==> config.mk <==
export PLATFORM = sky130hd
export DESIGN_NAME = sig_compare_monitor
export DESIGN_NICKNAME = d
export VERILOG_FILES = /design/src/rtl/sig_cmp_pkg.sv /design/src/rtl/cmp_delay_line.sv /design/src/rtl/sig_compare_monitor.sv
export SDC_FILE = /design/constraint.sdc
export NUM_CORES = 1
export LEC_CHECK = 0
export ABC_AREA = 1
export CELL_PAD_IN_SITES_DETAIL_PLACEMENT = 0
export CELL_PAD_IN_SITES_GLOBAL_PLACEMENT = 2
export CORE_ASPECT_RATIO = 0.5
export CORE_MARGIN = 5
export CORE_UTILIZATION = 30
export DETAILED_ROUTE_END_ITERATION = 10
export PLACE_DENSITY = 0.9
export SLEW_MARGIN = 10
export SYNTH_ARGS = -nofsm -noshare
export SYNTH_HDL_FRONTEND = slang
export SYNTH_HIERARCHICAL = 1
export SYNTH_SLANG_ARGS = --single-unit
==> constraint.sdc <==
create_clock -name clk_i -period 2.4 [get_ports clk_i]
set_clock_uncertainty 0.1 [all_clocks]
set_input_delay 0.24 -clock clk_i [delete_from_list [all_inputs] [get_ports clk_i]]
set_output_delay 0.24 -clock clk_i [all_outputs]
set_load 0.05 [all_outputs]
==> src/rtl/sig_cmp_pkg.sv <==
// -----------------------------------------------------------------------------
// sig_cmp_pkg
// Shared definitions for the signature compare monitor: the monitor state
// encoding and the width of the free-running cycle stamp.
// -----------------------------------------------------------------------------
package sig_cmp_pkg;

  // Width of the cycle counter and of the first-mismatch cycle stamp.
  localparam int CYC_W = 32;

  // Monitor state. The encoding is visible on state_o, so it must stay fixed.
  typedef enum logic [1:0] {
    ST_IDLE   = 2'd0,
    ST_ARMED  = 2'd1,
    ST_FAILED = 2'd2
  } cmp_state_e;

endpackage

==> src/rtl/cmp_delay_line.sv <==
// -----------------------------------------------------------------------------
// cmp_delay_line
// Delays one channel of golden data and its valid flag by DEPTH clock cycles.
// DEPTH = 0 makes the block a plain wire.
//
// Ports:
//   clk_i    rising-edge clock
//   rst_ni   asynchronous active-low reset (clears data and valids)
//   clear_i  synchronous clear of the valid bits only
//   data_i   golden sample in
//   vld_i    golden sample valid in
//   data_o   golden sample, DEPTH cycles later
//   vld_o    matching valid, DEPTH cycles later
// -----------------------------------------------------------------------------
module cmp_delay_line #(
  parameter int WIDTH = 8,
  parameter int DEPTH = 0
) (
  input  logic             clk_i,
  input  logic             rst_ni,
  input  logic             clear_i,
  input  logic [WIDTH-1:0] data_i,
  input  logic             vld_i,
  output logic [WIDTH-1:0] data_o,
  output logic             vld_o
);

  if (DEPTH == 0) begin : g_wire
    // Control inputs have no function without storage.
    logic unused_ctl;
    assign unused_ctl = ^{clk_i, rst_ni, clear_i};
    assign data_o     = data_i;
    assign vld_o      = vld_i;
  end else begin : g_pipe
    logic [WIDTH-1:0] data_q [DEPTH];
    logic [DEPTH-1:0] vld_q;

    always_ff @(posedge clk_i or negedge rst_ni) begin
      if (!rst_ni) begin
        vld_q <= '0;
        for (int i = 0; i < DEPTH; i++) data_q[i] <= '0;
      end else begin
        // Data keeps shifting on clear; only the valids are dropped so that
        // nothing already in flight can be compared after a re-arm.
        data_q[0] <= data_i;
        for (int i = 1; i < DEPTH; i++) data_q[i] <= data_q[i-1];
        if (clear_i) begin
          vld_q <= '0;
        end else begin
          vld_q[0] <= vld_i;
          for (int i = 1; i < DEPTH; i++) vld_q[i] <= vld_q[i-1];
        end
      end
    end

    assign data_o = data_q[DEPTH-1];
    assign vld_o  = vld_q[DEPTH-1];
  end

endmodule

==> src/rtl/sig_compare_monitor.sv <==
// -----------------------------------------------------------------------------
// sig_compare_monitor
// Compares NCH channels of DUT data against golden data (delayed by LATENCY
// cycles), counts masked mismatches per channel, records the first mismatch
// and moves IDLE -> ARMED -> FAILED once THRESH mismatches have been seen.
//
// Input qualification: there is no backpressure. A golden sample on channel c
// takes part in a compare only when gold_vld_i[c] was high in the cycle it was
// presented; the DUT value is taken in the cycle that sample leaves the delay
// line. Every output is registered.
//
// Ports:
//   clk_i         clock (rising edge)
//   rst_ni        asynchronous active-low reset
//   arm_i         IDLE -> ARMED
//   clear_i       synchronous clear of everything, back to IDLE (beats arm_i)
//   dut_i         DUT values, channel c at [c*WIDTH +: WIDTH]
//   gold_i        golden values, same packing
//   gold_vld_i    golden valid per channel
//   mask_i        bit compare enable, shared by all channels
//   state_o       current state (IDLE=0, ARMED=1, FAILED=2)
//   err_o         one-cycle mismatch pulse per channel
//   fail_o        sticky failure flag, high in FAILED
//   mis_cnt_o     saturating mismatch counts, channel c at [c*CNT_W +: CNT_W]
//   first_ch_o    channel of the first mismatch (lowest index on ties)
//   first_cyc_o   cycle stamp of the first mismatch
//   first_dut_o   DUT value of the first mismatch
//   first_gold_o  golden value of the first mismatch
// -----------------------------------------------------------------------------
module sig_compare_monitor
  import sig_cmp_pkg::*;
#(
  parameter int NCH     = 1,
  parameter int WIDTH   = 8,
  parameter int LATENCY = 0,
  parameter int CNT_W   = 16,
  parameter int THRESH  = 1
) (
  input  logic                                    clk_i,
  input  logic                                    rst_ni,
  input  logic                                    arm_i,
  input  logic                                    clear_i,
  input  logic [NCH*WIDTH-1:0]                    dut_i,
  input  logic [NCH*WIDTH-1:0]                    gold_i,
  input  logic [NCH-1:0]                          gold_vld_i,
  input  logic [WIDTH-1:0]                        mask_i,
  output logic [1:0]                              state_o,
  output logic [NCH-1:0]                          err_o,
  output logic                                    fail_o,
  output logic [NCH*CNT_W-1:0]                    mis_cnt_o,
  output logic [((NCH > 1) ? $clog2(NCH) : 1)-1:0] first_ch_o,
  output logic [CYC_W-1:0]                        first_cyc_o,
  output logic [WIDTH-1:0]                        first_dut_o,
  output logic [WIDTH-1:0]                        first_gold_o
);

  localparam int CH_W = (NCH > 1) ? $clog2(NCH) : 1;
  // Wide enough for NCH (<=16) saturated counters and for any positive THRESH.
  localparam int SUM_W = (CNT_W + 5 > 33) ? CNT_W + 5 : 33;
  localparam logic [SUM_W-1:0] THRESH_V = SUM_W'(THRESH);
  localparam logic [CNT_W-1:0] CNT_MAX  = '1;
  localparam logic [CYC_W-1:0] CYC_MAX  = '1;

  cmp_state_e           state_q;
  logic                 fail_q;
  logic [NCH-1:0]       err_q;
  logic [CNT_W-1:0]     cnt_q   [NCH];
  logic [CNT_W-1:0]     cnt_nxt [NCH];
  logic [SUM_W-1:0]     sum_nxt;
  logic [CYC_W-1:0]     cyc_q;
  logic                 cap_q;
  logic [CH_W-1:0]      first_ch_q;
  logic [CYC_W-1:0]     first_cyc_q;
  logic [WIDTH-1:0]     first_dut_q;
  logic [WIDTH-1:0]     first_gold_q;

  logic [NCH*WIDTH-1:0] gold_d;
  logic [NCH-1:0]       vld_d;
  logic [NCH-1:0]       mis;
  logic [CH_W-1:0]      pick_ch;
  logic [WIDTH-1:0]     pick_dut;
  logic [WIDTH-1:0]     pick_gold;

  // Golden delay line, one per channel.
  for (genvar c = 0; c < NCH; c++) begin : g_ch
    cmp_delay_line #(
      .WIDTH (WIDTH),
      .DEPTH (LATENCY)
    ) u_dly (
      .clk_i   (clk_i),
      .rst_ni  (rst_ni),
      .clear_i (clear_i),
      .data_i  (gold_i[c*WIDTH +: WIDTH]),
      .vld_i   (gold_vld_i[c]),
      .data_o  (gold_d[c*WIDTH +: WIDTH]),
      .vld_o   (vld_d[c])
    );
  end

  // Per-channel compare. The case-inequality makes an unknown DUT bit in an
  // enabled position count as a mismatch in simulation instead of vanishing.
  always_comb begin
    mis = '0;
    for (int c = 0; c < NCH; c++) begin
      if ((state_q != ST_IDLE) && vld_d[c]) begin
        mis[c] = (((dut_i[c*WIDTH +: WIDTH] ^ gold_d[c*WIDTH +: WIDTH]) & mask_i) !== '0);
      end
    end
  end

  // Saturating next counts, and their sum, so the threshold sees the mismatches
  // of the current cycle.
  always_comb begin
    sum_nxt = '0;
    for (int c = 0; c < NCH; c++) begin
      cnt_nxt[c] = cnt_q[c];
      if (mis[c] && (cnt_q[c] != CNT_MAX)) cnt_nxt[c] = cnt_q[c] + CNT_W'(1);
      sum_nxt = sum_nxt + SUM_W'(cnt_nxt[c]);
    end
  end

  // Lowest-index mismatching channel: scan downwards so the last hit wins.
  always_comb begin
    pick_ch   = '0;
    pick_dut  = '0;
    pick_gold = '0;
    for (int c = NCH - 1; c >= 0; c--) begin
      if (mis[c]) begin
        pick_ch   = CH_W'(c);
        pick_dut  = dut_i[c*WIDTH +: WIDTH];
        pick_gold = gold_d[c*WIDTH +: WIDTH];
      end
    end
  end

  always_ff @(posedge clk_i or negedge rst_ni) begin
    if (!rst_ni) begin
      state_q      <= ST_IDLE;
      fail_q       <= 1'b0;
      err_q        <= '0;
      cyc_q        <= '0;
      cap_q        <= 1'b0;
      first_ch_q   <= '0;
      first_cyc_q  <= '0;
      first_dut_q  <= '0;
      first_gold_q <= '0;
      for (int c = 0; c < NCH; c++) cnt_q[c] <= '0;
    end else if (clear_i) begin
      state_q      <= ST_IDLE;
      fail_q       <= 1'b0;
      err_q        <= '0;
      cyc_q        <= '0;
      cap_q        <= 1'b0;
      first_ch_q   <= '0;
      first_cyc_q  <= '0;
      first_dut_q  <= '0;
      first_gold_q <= '0;
      for (int c = 0; c < NCH; c++) cnt_q[c] <= '0;
    end else begin
      err_q <= mis;
      for (int c = 0; c < NCH; c++) cnt_q[c] <= cnt_nxt[c];

      // The stamp is the cycle count of the mismatching cycle itself.
      if (!cap_q && (|mis)) begin
        cap_q        <= 1'b1;
        first_ch_q   <= pick_ch;
        first_cyc_q  <= cyc_q;
        first_dut_q  <= pick_dut;
        first_gold_q <= pick_gold;
      end

      unique case (state_q)
        ST_IDLE: begin
          if (arm_i) begin
            state_q <= ST_ARMED;
            cyc_q   <= '0;
          end
        end
        ST_ARMED: begin
          if (cyc_q != CYC_MAX) cyc_q <= cyc_q + CYC_W'(1);
          if (sum_nxt >= THRESH_V) begin
            state_q <= ST_FAILED;
            fail_q  <= 1'b1;
          end
        end
        ST_FAILED: begin
          if (cyc_q != CYC_MAX) cyc_q <= cyc_q + CYC_W'(1);
        end
        default: begin
          state_q <= ST_IDLE;
          fail_q  <= 1'b0;
        end
      endcase
    end
  end

  always_comb begin
    mis_cnt_o = '0;
    for (int c = 0; c < NCH; c++) mis_cnt_o[c*CNT_W +: CNT_W] = cnt_q[c];
  end

  assign state_o      = state_q;
  assign err_o        = err_q;
  assign fail_o       = fail_q;
  assign first_ch_o   = first_ch_q;
  assign first_cyc_o  = first_cyc_q;
  assign first_dut_o  = first_dut_q;
  assign first_gold_o = first_gold_q;

endmodule

After elaboration in Yosys (flattened, before gate mapping). Cells that the tools add are included.

Flip-flop bits (word level): 102. Input port bits: 29. Output and inout port bits: 69. Logic and storage cells: 65.

Add/subtract/negate cells: 2. Magnitude comparators: 1. Equal/unequal tests: 10. Mux-type cells: 27. Bitwise logic cells: 2. Reductions and logical operators: 13.

Operators with widths (number): 32-bit two-way mux (5); 32-bit one-hot mux with 2 select lines (1); 8-bit two-way mux (6); 32-bit by 1-bit adder with 32-bit output (second input constant) (1); 16-bit two-way mux (2); 32-bit inequality test (second input constant) (1); 16-bit by 1-bit adder with 16-bit output (second input constant) (1); 16-bit by 1-bit >= comparator with 1-bit output (second input constant) (1); 16-bit inequality test (second input constant) (1); 8-bit bitwise AND (1); 1-bit two-way mux (8); 8-bit by 1-bit !== test with 1-bit output (second input constant) (1); 8-bit XOR (1); 2-bit two-way mux (3); 3-bit inequality test (second input constant) (2); 2-bit one-hot mux with 3 select lines (1); 3-bit AND reduction (2); 2-bit nonzero test (2); 2-bit OR reduction (2); 1-bit logical AND (3); 3-bit by 1-bit inequality test with 1-bit output (second input constant) (1); 3-bit nonzero test (1); 2-bit by 1-bit equality test with 1-bit output (second input constant) (1); 2-bit equality test (second input constant) (1); other kinds (6) (6).

Longest topological paths before layout.
Depth after elaboration: 10. Mapped depth: 18. Gate-level depth less buffers: 17.

Modules after synthesis. The synthesis kept the hierarchy.

Modules (own cells, without submodules): sig_compare_monitor (times used 1, cells each 728, area an instance 5481.5 µm², seq. area each 2527.4 µm²); cmp_delay_line (times used 1, cells each 9, area an instance 67.6 µm², seq. area each 0.0 µm²).

Worst setup path after synthesis. OpenSTA, ideal clock, no wires.

Path kind: flip-flop to flip-flop. Start: reg state_q[0] (netlist: state_o[0]). End: reg state_q[0] (netlist: state_o[0]). Setup time: 0.065 ns. Arrival: 2.345 ns. Required time: 2.235 ns. Setup slack: -0.111 ns. Stages on the path, launching flop included: 13. Path buffers: 1. Clock period less this slack: 2.511 ns. Cells stage by stage: dfrtp_1 -> inv_1 -> ha_1 -> nor2_2 -> clkbuf_1 -> nand4_1 -> a21oi_1 -> nand3_1 -> nor2_2 -> nand2_2 -> nand2_2 -> nand2_1 -> nand2_1.

Cells in the longest elaborated chain, start to end: 8. Elaborated cells between the ends (all ways): 15. Those cells by class: order compare (1); eq/ne (5); mux (4); reduce/logical (5).

Ends and longest elaborated chain: from (decl) (RTL line sig_compare_monitor.sv:64) `cmp_state_e state_q;`; from (signal assigned) (RTL line sig_compare_monitor.sv:138) `state_q <= ST_IDLE;`; from (signal assigned) (RTL line sig_compare_monitor.sv:149) `state_q <= ST_IDLE;`; from (signal assigned) (RTL line sig_compare_monitor.sv:175) `state_q <= ST_ARMED;`; 2-bit nonzero test (RTL line sig_compare_monitor.sv:105) `if ((state_q != ST_IDLE) && vld_d[c]) begin`; 1-bit logical AND (RTL line sig_compare_monitor.sv:105); 1-bit two-way mux (RTL line sig_compare_monitor.sv:105); 1-bit logical AND (RTL line sig_compare_monitor.sv:117) `if (mis[c] && (cnt_q[c] != CNT_MAX)) cnt_nxt[c] = cnt_q[c] + CNT_W'(1);`; 16-bit two-way mux (RTL line sig_compare_monitor.sv:117); 16-bit by 1-bit >= comparator with 1-bit output (RTL line sig_compare_monitor.sv:181) `if (sum_nxt >= THRESH_V) begin`; 3-bit inequality test (no source line); 3-bit AND reduction (no source line).

Parallel ways exist; a longest one is shown, timed or not. A chain may end at the register's enable or synchronous reset.

Worst setup path in the final report.
Start: reg cnt_q (netlist bit mis_cnt_o[1]). End: reg state_q[1] (netlist: state_o[1]).

Cells in the longest elaborated chain, start to end: 6. Elaborated cells between the ends (all ways): 7. Those cells by class: add/sub (1); order compare (1); eq/ne (2); mux (1); reduce/logical (2).

Ends and longest elaborated chain: from (decl) (RTL line sig_compare_monitor.sv:67) `logic [CNT_W-1:0] cnt_q [NCH];`; branches (longest 2 deep; another with 16-bit by 1-bit adder with 16-bit output); 16-bit two-way mux (*) (RTL line sig_compare_monitor.sv:117); 16-bit by 1-bit >= comparator with 1-bit output (*) (RTL line sig_compare_monitor.sv:181); 3-bit inequality test (no source line) (*); 3-bit AND reduction (no source line) (*); to (signal assigned) (RTL line sig_compare_monitor.sv:175); to (signal assigned) (RTL line sig_compare_monitor.sv:182) `state_q <= ST_FAILED;`; to (signal assigned) (RTL line sig_compare_monitor.sv:190) `state_q <= ST_IDLE;`.

Every way passes the cells marked *.

==> summary.md <==
| Metric | Value |
|---|---|
| Post-synth top area cell | dfrtp_1 |
| RSZ-0062 raised after global routing | yes |
| Dpl ws | -111.7 ps |
| Final setup fails | 0 |
| Critical path peak fanout | 7 |
| Hold_ws | 315.8 ps |
| Num Clock Sinks | 101 |
| YS warnings | 6 |
| Normalized max-slew margin | between 60% and 70% |
| CTS root buffer | clkbuf_16 |
| Layout cell share with drive strength beyond 1 | 13.50% |
| Period utilization | 94.96% |
| FF+latch count, synth | 101 |
| CP required | 2570 ps |
| DR iter-0 viols | roughly 340 |
| Worst path arrival time | 2450 ps |
| Top cells by area, synth | dfrtp_1 46%, nand2_1 13%, nand3_1 5.9% |
| Area grow syn2layout | 35.67% |
| Die Wd | 202.3 µm |
| Die height | 106.2 µm |
| Sequential-to-total area share from yosys stat | 45.55% |
| Global-route wire length before repair | 26180 µm |
| Port Buffers | between 90 and 100 |
| CTS tree | yes |
| Max incr delay on CP | between 400 and 500 ps |
| Top-level port count | slightly below 100 |
| CP cell instances | ha_4 > nand2_4 > nor2_4 > nand3_4 > nor2_4 > nand2_4 > buf_4 > nand3_4 > buf_4 > o21ai_2 > nand3_1 > nor2_2 > nand2_4 > nand2_2 > nand2_1 > nand2_1 |
| GRT overflow | 0 |
| WL final | 16190 µm |
| # fillers | 1863 |
| Buffers & Inverters on Critical Path | 2 |
| RePlAce Congestion | 0.8514 |
| Routed vias | 5225 |
| Hold Crit Class | in -> async |
| Kind of cell adding the most delay to the critical path | simple AND/OR/NAND/NOR gates |
| Initial antenna violation count | 0 |
| Crit Path Category | reg -> reg |
| Pin count of the biggest net entering global routing | between 40 and 50 |
| Crit path time final | between 2000 and 2500 ps |
| Fin. Hold Viols | 0 |
| Row cnt | 35 |
| H-tree levels | 3 |
| Cell mode on critical path | nand2_4 |
| Post-Syn Nets | 772 |
| Synth cell types | 37 |
| Worst ir drop on vdd | 0.3908 mV |
| Max cap viols | 0 |
| CP endpoint kind | register |
| Top_reg_cell synth | dfrtp_1 |
| Starting Density | 30.39% |
| # diodes | 0 |
| Post-route ant nets | 0 |
| Clock transition at the registers of the reported paths | about 80 ps |
| P per Cell Area | ~800 nW/µm² |
| Placed inst area | 7064 µm² |
| DRC Markers | 0 |
| Post-synth EDFFs | 0 |
| Crit-path slowest cell | dfrtp_1 |
| Core box area | 18260 µm² |
| Fin worst setup slack | 121.1 ps |
| Synth top area share | a little under half |
| Final nets | 904 |
| Post-Synthesis Cells | 737 |
| Post-synth top cells | 198 x nand2_1, 101 x dfrtp_1, 80 x inv_1, 69 x nor2_1, 65 x nand3_1 |
| Mapped cell area | 5549 µm² |
| DRT Pass-1 Iters | 5 |
| Die Area | 21480 µm² |
| Clock latency on the worst-skew pair | 340 ps |
| Bufs on Longest Clock Path | 2 |
| Final Max Slew Viols | 0 |
| CTS buffer count | 9 |
| Count leader, synth | nand2_1 |
| Ys async rst share | between 90% and 100% |
| Vias in the first global route | 5057 |
| Average cell area after synthesis | between 7 and 8 µm² |
| Status | finished clean |
| Slew @ Worst Pin | 564.2 ps |
| Detail Placement HPWL | 12190 µm |
| Avg WL per Cell | 14.54 µm |
| Vias per cell | 4.690 |
| CP Launch Type | register |
| Design area | 7528 µm² |
| P_leak | 3.488 nW |
| GRT Total Usage | 14.77% |
| FMAX | 438.8 MHz |
## cells by family after synthesis
kind of cell	synth area share [%]
and+or+nand+nor	32.85
buffers and inverters	9.560
DFF	45.55
AOI/OAI and AO/OA	8.568
xor gates and xnor gates	2.052
adders and majority gates	1.353
other	0.06758
## registers in the layout, indices dropped and copies added, names as in the netlist
register / flops
mis_cnt_o: 16
first_dut_o: 8
fail_o: 1
cyc_q: 32
cap_q: 1
err_o: 1
state_o: 2
first_gold_o: 8
first_cyc_o: 32
## where the power goes
group	leakage (nW)	total (mW)	internal [mW]	switching [mW]
combinational	1.96	2.57	0.906	1.66
sequential	1.39	2.00	1.87	0.134
clock	0.138	1.43	0.747	0.679
total	3.49	6.00	3.52	2.48
## cell type report
class,instances,area (µm²),share of cell area (%)
Multi-Input combinational cell,516,2599,34.52
Tap cell,240,300.3,3.989
Clock inverter,5,41.29,0.5484
Sequential cell,101,2532,33.64
Clock buffer,11,242.7,3.224
Inverter,85,321.6,4.271
Timing Repair Buffer,156,1491,19.81
## through the flow
step | total power, mW | cells | setup TNS (ps) | util [%]
finish | 5.996 | 1114 | 0 | 41.23
CTS | 5.983 | 1107 | 0 | 40.29
floorplan | 3.504 | 737 | 0 | -
global placement | 4.525 | 1090 | -187.7 | 38.68
detailed placement | 4.534 | 1090 | -433.4 | 38.68
global route | 6.335 | 1114 | -102.1 | 41.23
## timing repair
item / 4_1_cts / 5_1_grt
hold buffers: 1 / 0
gates resized for setup: 0 / 24
hold endpoints to repair: 39 / 0
setup endpoints to repair: 0 / 14
setup buffers: 0 / 5
## worst paths after layout
path	start	end	slack [ps]	depth (start not counted)
worst max-delay path	mis_cnt_o[1]	state_o[1]	120	16
worst min-delay path	rst_ni	first_cyc_o[16]	320	2
worst max register to register	mis_cnt_o[1]	state_o[1]	120	16
worst min register to register	first_cyc_o[24]	first_cyc_o[24]	370	2
max in group asynchronous	rst_ni	first_cyc_o[6]	1230	3
min in group clk_i	first_cyc_o[24]	first_cyc_o[24]	370	2
## worst reg2reg max path, stage by stage, from the launching register on
cell and delay (ps):
dfrtp_1 410, ha_4 190, nand2_4 60, nor2_4 50, nand3_4 90, nor2_4 50
nand2_4 110, buf_4 140, nand3_4 110, buf_4 170, o21ai_2 180, nand3_1 110
nor2_2 160, nand2_4 100, nand2_2 80, nand2_1 50, nand2_1 60
## cell usage in the layout (no fill, tap or decap), drive strengths merged, types with 2 or more instances in the layout
cell           Yosys  routed
nand2            203     203
dfrtp            101     101
clkdlybuf4s50      0      95
inv               84      87
nor2              77      77
nand3             68      69
buf               22      59
a21oi             38      38
nor3              31      31
o21ai             28      28
nand4             21      21
o31ai             14      14
clkbuf            14      12
xor2              11      11
ha                 6       6
nor4               4       4
nor3b              3       3
and3               3       3
xnor2              2       2
a2bb2oi            2       2
clkinv             1       2
## per-layer routing
layer | GRT usage (%) | share of wire, %
met5 | 0 | 0
met4 | 3.533 | 0.71
met3 | 2.133 | 2.4
met2 | 26.01 | 51
met1 | 19.35 | 46
Power figures use the tool's default switching activity.
